## src/rtl/issue_arb.sv

```systemverilog
// Round-robin issue arbiter with starvation override feeding a one-entry FU issue latch.
// Carries the shared ROB/RS type package so the block compiles on its own.
package ooop_types;
    localparam int ROB_DEPTH = 16;
    localparam int ROB_TAG_W = $clog2(ROB_DEPTH);

    typedef struct packed {
        logic [ROB_TAG_W-1:0] rob_tag;
        logic [7:0]           opcode;
        logic [15:0]          operand;
    } rs_entry_t;
endpackage

module issue_arb #(
    parameter int N_REQ        = 3,
    parameter int STARVE_LIMIT = 8,
    localparam int IDX_W       = $clog2(N_REQ),
    localparam int CNT_W       = $clog2(STARVE_LIMIT + 1)
) (
    input  logic                                 clk,
    input  logic                                 rst_n,
    input  logic                                 flush_i,
    input  logic                                 recover_i,
    input  logic [ooop_types::ROB_DEPTH-1:0]     live_tag_i,
    input  logic [N_REQ-1:0]                     req_valid_i,
    input  ooop_types::rs_entry_t [N_REQ-1:0]    req_entry_i,
    output logic [N_REQ-1:0]                     req_ready_o,
    output logic                                 fu_valid_o,
    output ooop_types::rs_entry_t                fu_entry_o,
    output logic [IDX_W-1:0]                     fu_src_o,
    input  logic                                 fu_ready_i
);
    localparam logic [CNT_W-1:0] LIMIT = CNT_W'(STARVE_LIMIT);
    localparam logic [IDX_W:0]   N_EXT = (IDX_W + 1)'(N_REQ);

    logic                  lat_vld_p1;
    ooop_types::rs_entry_t lat_entry_p1;
    logic [IDX_W-1:0]      lat_src_p1;
    logic [IDX_W-1:0]      rr_ptr;
    logic [CNT_W-1:0]      wait_cnt [N_REQ];

    logic                  can_accept;
    logic                  grant;
    logic [IDX_W-1:0]      win;
    logic                  win_found;

    assign can_accept = !lat_vld_p1 || fu_ready_i;

    // Starved requesters win lowest-index-first; otherwise scan from rr_ptr with wrap.
    always_comb begin : pick
        logic [IDX_W:0] slot;
        win       = '0;
        win_found = 1'b0;
        slot      = '0;
        for (int i = 0; i < N_REQ; i++) begin
            if (!win_found && req_valid_i[i] && wait_cnt[i] == LIMIT) begin
                win       = IDX_W'(i);
                win_found = 1'b1;
            end
        end
        for (int k = 0; k < N_REQ; k++) begin
            slot = {1'b0, rr_ptr} + (IDX_W + 1)'(k);
            if (slot >= N_EXT) begin
                slot = slot - N_EXT;
            end
            if (!win_found && req_valid_i[slot[IDX_W-1:0]]) begin
                win       = slot[IDX_W-1:0];
                win_found = 1'b1;
            end
        end
    end

    assign grant = rst_n && can_accept && !flush_i && !recover_i && win_found;

    always_comb begin
        req_ready_o = '0;
        if (grant) begin
            req_ready_o[win] = 1'b1;
        end
    end

    // p0 -> p1: grant selection captured into the issue latch
    always_ff @(posedge clk) begin
        if (!rst_n || flush_i) begin
            lat_vld_p1   <= 1'b0;
            lat_entry_p1 <= '0;
            lat_src_p1   <= '0;
            rr_ptr       <= '0;
            for (int i = 0; i < N_REQ; i++) begin
                wait_cnt[i] <= '0;
            end
        end else begin
            if (!recover_i) begin
                for (int i = 0; i < N_REQ; i++) begin
                    if (!req_valid_i[i] || req_ready_o[i]) begin
                        wait_cnt[i] <= '0;
                    end else if (wait_cnt[i] != LIMIT) begin
                        wait_cnt[i] <= wait_cnt[i] + 1'b1;
                    end
                end
            end
            if (grant) begin
                lat_vld_p1   <= 1'b1;
                lat_entry_p1 <= req_entry_i[win];
                lat_src_p1   <= win;
                rr_ptr       <= (win == IDX_W'(N_REQ - 1)) ? '0 : win + 1'b1;
            end else if (lat_vld_p1 && fu_ready_i) begin
                lat_vld_p1   <= 1'b0;
                lat_entry_p1 <= '0;
            end else if (recover_i && lat_vld_p1 && !live_tag_i[lat_entry_p1.rob_tag]) begin
                lat_vld_p1   <= 1'b0;
                lat_entry_p1 <= '0;
            end
        end
    end

    assign fu_valid_o = lat_vld_p1;
    assign fu_entry_o = lat_entry_p1;
    assign fu_src_o   = lat_src_p1;

endmodule
```

## config.mk

```make
export PLATFORM = sky130hd
export DESIGN_NAME = issue_arb
export DESIGN_NICKNAME = d
export VERILOG_FILES = /design/src/rtl/issue_arb.sv
export SDC_FILE = /design/constraint.sdc
export NUM_CORES = 1
export LEC_CHECK = 0
export CAP_MARGIN = 40
export CORE_AREA = 2 2 85 87
export CTS_CLUSTER_SIZE = 25
export DETAILED_ROUTE_END_ITERATION = 8
export DIE_AREA = 0 0 87 89
export PLACE_DENSITY_LB_ADDON = 0.05
export SYNTH_ARGS = -nofsm -noshare
export SYNTH_HDL_FRONTEND = slang
export SYNTH_SLANG_ARGS = --single-unit
```

## constraint.sdc

```tcl
create_clock -name clk -period 3.63 [get_ports clk]
set_input_delay 0.363 -clock clk [delete_from_list [all_inputs] [get_ports clk]]
set_output_delay 0.363 -clock clk [all_outputs]
set_load 0.03 [all_outputs]
```

==> out/metrics.cfg, run 1 <==
[cts]
clk_pin_slew_ps=90
cts_hold_buf=0
root_buffer=clkbuf_8
numClockSinks=45
tritoncts=yes
htreeDepth=2
post-cts-setup-buffers=0
cts_inserted_buffers=5
clock_latency_ps=300
cts.repair.resized=0
cts.path.max_buffers=2

[placed_design]
dpl.cell_count=478
portBuffers=141
hpwlAfterDp_um=6370
gp_congestion=0.898
postPlaceCellArea_um2=4070

[sta]
worstMarginPinSlew_ps=658
finalHoldViolCount=0
drv_slew=0
timing.fmax_mhz=323
rsz0062_at_grt=no
period_needed_ps=3100
setup_violations=0
finalCritPeriodShare=0.854
setup_tns_ps=0
max-slew-margin-rel=0.557
fin_worst_skew_ps=5.33

[outcome]
status=complete, no violations

[final_layout]
drive_gt1_frac=0.0837
mostFrequentLayoutCells=clkdlybuf4s50_1 (138), nor2_1 (48), dfxtp_1 (33), a32oi_1 (27), a221o_1 (27)
area_delta_synth_final_pct=59.1
layout_commonest_cell=clkdlybuf4s50_1
multi_input_area_um2=1430
n_antenna_cell=0
stdcell_area_um2=4160
nNetsFinal=521
seqCellArea_um2=1020
layoutNonFillerInstCount=486
fill_cells=573

[grt]
met1_usage=0.280
grt_util_all_layers=0.212
use_met3=0.0536
grt_util_met2=0.348
top_usage_layer=met2
grt_max_degree=34
antenna_found_initial=0
grt_pass1_wl_um=12900
grt_overflow_total=0
grt_pass1_vias=2560

[power_and_ir_drop]
leakage_nw=1.51
ir_drop_uv=265
p_seq_frac=0.455
power.density_nw_per_um2=295
p_int_w=0.000872
switching_share=0.289
combPwrFrac=0.279
p_switching_w=0.000355
power_frac_clock=0.265

[route]
drc=0
totalWireLength_um=8400
wl_per_cell_um=17.3
num_vias=2696
postRouteAntennaNets=0
drt_pass1_iterations=4
vias_per_cell=5.55
drtIter0Drc=113

[synth]
mappedNetlistNets=385
mappedNetlistArea_um2=2610
synth_area_leaders=dfxtp_1 (25%), edfxtp_1 (14%), a221o_1 (10%), a32oi_1 (9.1%), nor2_1 (6.9%)
yosysTopAreaCell=dfxtp_1
ys_ff_latch=45
synthFlopType=dfxtp_1
synth_cells=269
synthDistinctLibCells=48
ys_seq_area_frac=0.391
yosysTopAreaCellShare=0.253
synth_edf_count=12
yosys_warnings=0
async_flop_share=0
syn_area_per_cell_um2=9.71

[die]
dieHeight_um=89
dieArea_um2=7740
rows=30
start_util=0.389
io_pins=142
die_x_um=87
fp.coreArea_um2=6720

[critical_path]
ff2ff_path_depth=9
cpPeakStageDelay_ps=620
crit_slowest_cell=or4_4
cp.required_ps=3270
timing.rr.end=wait_cnt[1][0]
cp.arrival_ps=2740
path_cells=inv_1 -> ha_1 -> a21bo_1 -> a21oi_1 -> nor3_2 -> or4_4 -> nor2_4 -> buf_4
crit_type=register to output pin
r2r_slack_ps=820
cp-start-kind=register
r2r-start=rr_ptr[0]
endpoint_kind=output pin
cp_max_fo=12

[job]
cap_viol_max_count=0

[hold_path]
hold_path.class=register to register
holdPathEnd=fu_src_o[0]
worst_hold_path.num_cells=2
min_from=fu_src_o[0]

## cells by family after synthesis
logic type,count (synthesis),synth area share
xor+xnor,6,0.0201
compound gates,82,0.267
flops,45,0.391
fa+ha+maj,8,0.0383
simple gates,85,0.166
buf+inv,35,0.0671
mux,8,0.0508
## layer usage
| metal | part of all wire | wire (µm) |
|---|---|---|
| met1 | 0.44 | 3710 |
| met2 | 0.47 | 3920 |
| met3 | 0.080 | 670 |
| met4 | 0.012 | 99 |
| met5 | 0 | 0 |
## power groups by stage
stage | Clock [W] | Combinational (W) | Sequential (W)
global placement | 0 | 0.000341 | 0.000570
detailed placement | 0 | 0.000343 | 0.000571
CTS | 0.000335 | 0.000345 | 0.000559
floorplan | 0 | 0.000124 | 0.000602
finish | 0.000326 | 0.000343 | 0.000559
global route | 0.000359 | 0.000368 | 0.000563
## how the worst max path moves through the flow
stage | cells past startpoint | from | end | slack (ps)
after floorplan | 9 | rr_ptr[0] | wait_cnt[1][0] | 1100
after global placement | 7 | req_valid_i[0] | req_ready_o[0] | 670
after detailed placement | 7 | req_valid_i[0] | req_ready_o[0] | 640
after CTS | 8 | rr_ptr[0] | req_ready_o[0] | 530
after global routing | 8 | rr_ptr[0] | req_ready_o[0] | 410
final | 8 | rr_ptr[0] | req_ready_o[0] | 530
## final cells by class
type / count / share of cell area
repair buffers: 149 / 0.352
well taps: 80 / 0.0241
multi-input cells: 189 / 0.343
flip-flops and latches: 45 / 0.246
clock inverters: 3 / 0.00482
clock buffers: 5 / 0.0166
inverters: 15 / 0.0136
## synth_stat cells, drive strengths merged (2+ instances only)
library cell	count
nor2	49
dfxtp	33
a221o	27
a32oi	27
inv	15
clkbuf	12
edfxtp	12
a21oi	8
buf	8
ha	8
nand2	7
o21ai	5
mux4	4
nand3	4
nand3b	4
nand4b	4
and2	3
nor2b	3
xnor2	3
xor2	3
a211oi	2
a21o	2
mux2	2
mux2i	2
nand2b	2
nor3	2
o2111ai	2
## metrics by stage
stage / hold slack [ps] / utilization / total power, W / setup WS (ps)
final: 461 / 0.618 / 0.00123 / 532
after global routing: 499 / 0.618 / 0.00129 / 407
after CTS: 464 / 0.618 / 0.00124 / 534
after detailed placement: 454 / 0.605 / 0.000914 / 645
after global placement: 448 / 0.605 / 0.000912 / 666
after floorplan: 453 / - / 0.000726 / 1100
## worst max-delay path, delay by kind of cell (launching register included)
family,cells,cell delay [ps]
simple gates,3,1030
flops,1,340
fa+ha+maj,1,400
buf+inv,2,300
compound gates,2,370
## sequential cells by signal, summed over array words and instances (netlist names)
| signal | cells |
|---|---|
| fu_entry_o | 28 |
| wait_cnt | 12 |
| fu_src_o | 2 |
| rr_ptr | 2 |
| fu_valid_o | 1 |
Note: power is estimated with default switching activity, not from simulation.
==> inputs of run 2 (changes only) <==
==> constraint.sdc (replaced) <==
create_clock -name clk -period 3.5 [get_ports clk]
set_input_delay 0.35 -clock clk [delete_from_list [all_inputs] [get_ports clk]]
set_output_delay 0.35 -clock clk [all_outputs]
set_load 0.03 [all_outputs]
==> out/metrics.cfg, run 2 (synthesis gave the netlist of run 1 again) <==
[grt]
grt_max_degree=34  ; unchanged
grt_pass1_vias=2573  ; +0.51%
grt_util_met2=0.362  ; +0.0146
top_usage_layer=met2
grt_pass1_wl_um=12800  ; -1.4%
use_met3=0.0609  ; +0.00739
antenna_found_initial=0  ; unchanged
grt_overflow_total=0  ; unchanged
met1_usage=0.264  ; -0.0160
grt_util_all_layers=0.210  ; -0.00114

[sta]
worstMarginPinSlew_ps=628  ; -30.0 ps
hold_ws_ps=464  ; +2.78 ps
finalCritPeriodShare=0.832
period_needed_ps=2910
timing.fmax_mhz=343
setup_tns_ps=0  ; unchanged
fin_worst_skew_ps=12.9  ; +7.57 ps
finalHoldViolCount=0  ; unchanged
setup_violations=0  ; unchanged
rsz0062_at_grt=no
max-slew-margin-rel=0.577  ; +0.0202
drv_slew=0  ; unchanged
fin_ws_ps=587  ; +55.8 ps

[cts]
root_buffer=clkbuf_8
htreeDepth=2  ; unchanged
cts_hold_buf=0  ; unchanged
cts_inserted_buffers=5  ; unchanged
clk_pin_slew_ps=80  ; about the same
cts.repair.resized=0  ; unchanged
tritoncts=yes
cts.path.max_buffers=2  ; unchanged
numClockSinks=45  ; unchanged
clock_latency_ps=310  ; about the same
post-cts-setup-buffers=0  ; unchanged

[power_and_ir_drop]
leakage_nw=1.51  ; -0.12%
p_switching_w=0.000363  ; +2.2%
p_seq_frac=0.457  ; +0.002
power_frac_clock=0.261  ; -0.004
ir_drop_uv=196  ; -26%
p_int_w=0.000905  ; +3.7%
combPwrFrac=0.282  ; +0.003
switching_share=0.286  ; -0.00303
power.density_nw_per_um2=305  ; +3.2%

[placed_design]
hpwlAfterDp_um=6430  ; +1.0%
dpl.cell_count=479  ; +0.21%
gp_congestion=0.840  ; -6.4%
postPlaceCellArea_um2=4070  ; +0.18%
portBuffers=141  ; unchanged
dpl_worst_slack_ps=570  ; -74.5 ps

[hold_path]
holdPathEnd=fu_src_o[0]
min_from=fu_src_o[0]
hold_path.class=register to register
worst_hold_path.num_cells=2  ; unchanged

[die]
fp.coreArea_um2=6720  ; unchanged
start_util=0.389  ; unchanged
die_x_um=87  ; unchanged
dieHeight_um=89  ; unchanged
io_pins=142  ; unchanged
dieArea_um2=7740  ; unchanged
rows=30  ; unchanged

[critical_path]
cp.arrival_ps=2560  ; -180 ps
endpoint_kind=output pin
cp-start-kind=register
timing.rr.end=wait_cnt[0][2]
r2r_slack_ps=820  ; about the same
ff2ff_path_depth=8  ; -1
crit_type=register to output pin
r2r-start=rr_ptr[0]
cp.required_ps=3150  ; -120 ps
cp_max_fo=19  ; +7

[final_layout]
drive_gt1_frac=0.0835  ; -0.000206
nNetsFinal=522  ; +0.19%
stdcell_area_um2=4160  ; +0.12%
fill_cells=577  ; +0.70%
layout_commonest_cell=clkdlybuf4s50_1
largest_reg_flops=28  ; unchanged
area_delta_synth_final_pct=59.3
layoutNonFillerInstCount=487  ; +0.21%
n_antenna_cell=0  ; unchanged
mostFrequentLayoutCells=clkdlybuf4s50_1 (138), nor2_1 (48), dfxtp_1 (33), a32oi_1 (27), a221o_1 (27)

[route]
totalWireLength_um=8430  ; +0.43%
num_vias=2715  ; +0.70%
drc=0  ; unchanged
postRouteAntennaNets=0  ; unchanged
drtIter0Drc=137  ; +21%
drt_pass1_iterations=4  ; unchanged
wl_per_cell_um=17.3  ; +0.22%
vias_per_cell=5.57  ; +0.50%

[job]
cap_viol_max_count=0  ; unchanged

[outcome]
status=complete, no violations

run 2: per-stage QoR:
stage,power [W],utilization
floorplan,0.000753,-
CTS,0.00128,0.619
global route,0.00133,0.619
finish,0.00127,0.619
global placement,0.000947,0.606
detailed placement,0.000949,0.606
run 2: power by group through the flow:
stage | registers [W] | clock network (W) | logic [W]
2_1_floorplan | 0.000625 | 0 | 0.000128
3_3_place_gp | 0.000591 | 0 | 0.000356
3_5_place_dp | 0.000592 | 0 | 0.000358
4_1_cts | 0.000580 | 0.000342 | 0.000360
5_1_grt | 0.000583 | 0.000368 | 0.000381
6_report | 0.000579 | 0.000331 | 0.000358
run 2: worst max-delay path by stage:
stage / endpoint / start
floorplan: wait_cnt[1][0] / rr_ptr[0]
global placement: fu_entry_o[16] / req_valid_i[0]
detailed placement: fu_entry_o[6] / req_valid_i[0]
CTS: req_ready_o[0] / rr_ptr[0]
global route: req_ready_o[0] / rr_ptr[0]
finish: req_ready_o[0] / rr_ptr[0]
run 2: area by class of cell:
type	count	area [µm²]	share of cell area
multi-input cells	189	1430	0.343
clock inverters	2	13.8	0.00331
repair buffers	150	1470	0.354
well taps	80	100	0.0241
inverters	15	56.3	0.0135
flip-flops and latches	45	1020	0.245
clock buffers	6	72.6	0.0174
run 2: layer usage:
metal,share of wire,routed length (µm)
met1,0.42,3510
met5,0,0
met2,0.49,4110
met3,0.089,748
met4,0.0075,63
run 2: worst max-delay path, stage by stage (launching register included):
cell and delay [ps]:
dfxtp_1 340, inv_1 60, ha_1 390, a21bo_1 200
a21oi_1 160, nor3_2 80, or4_4 660, nor2_4 170
buf_4 180
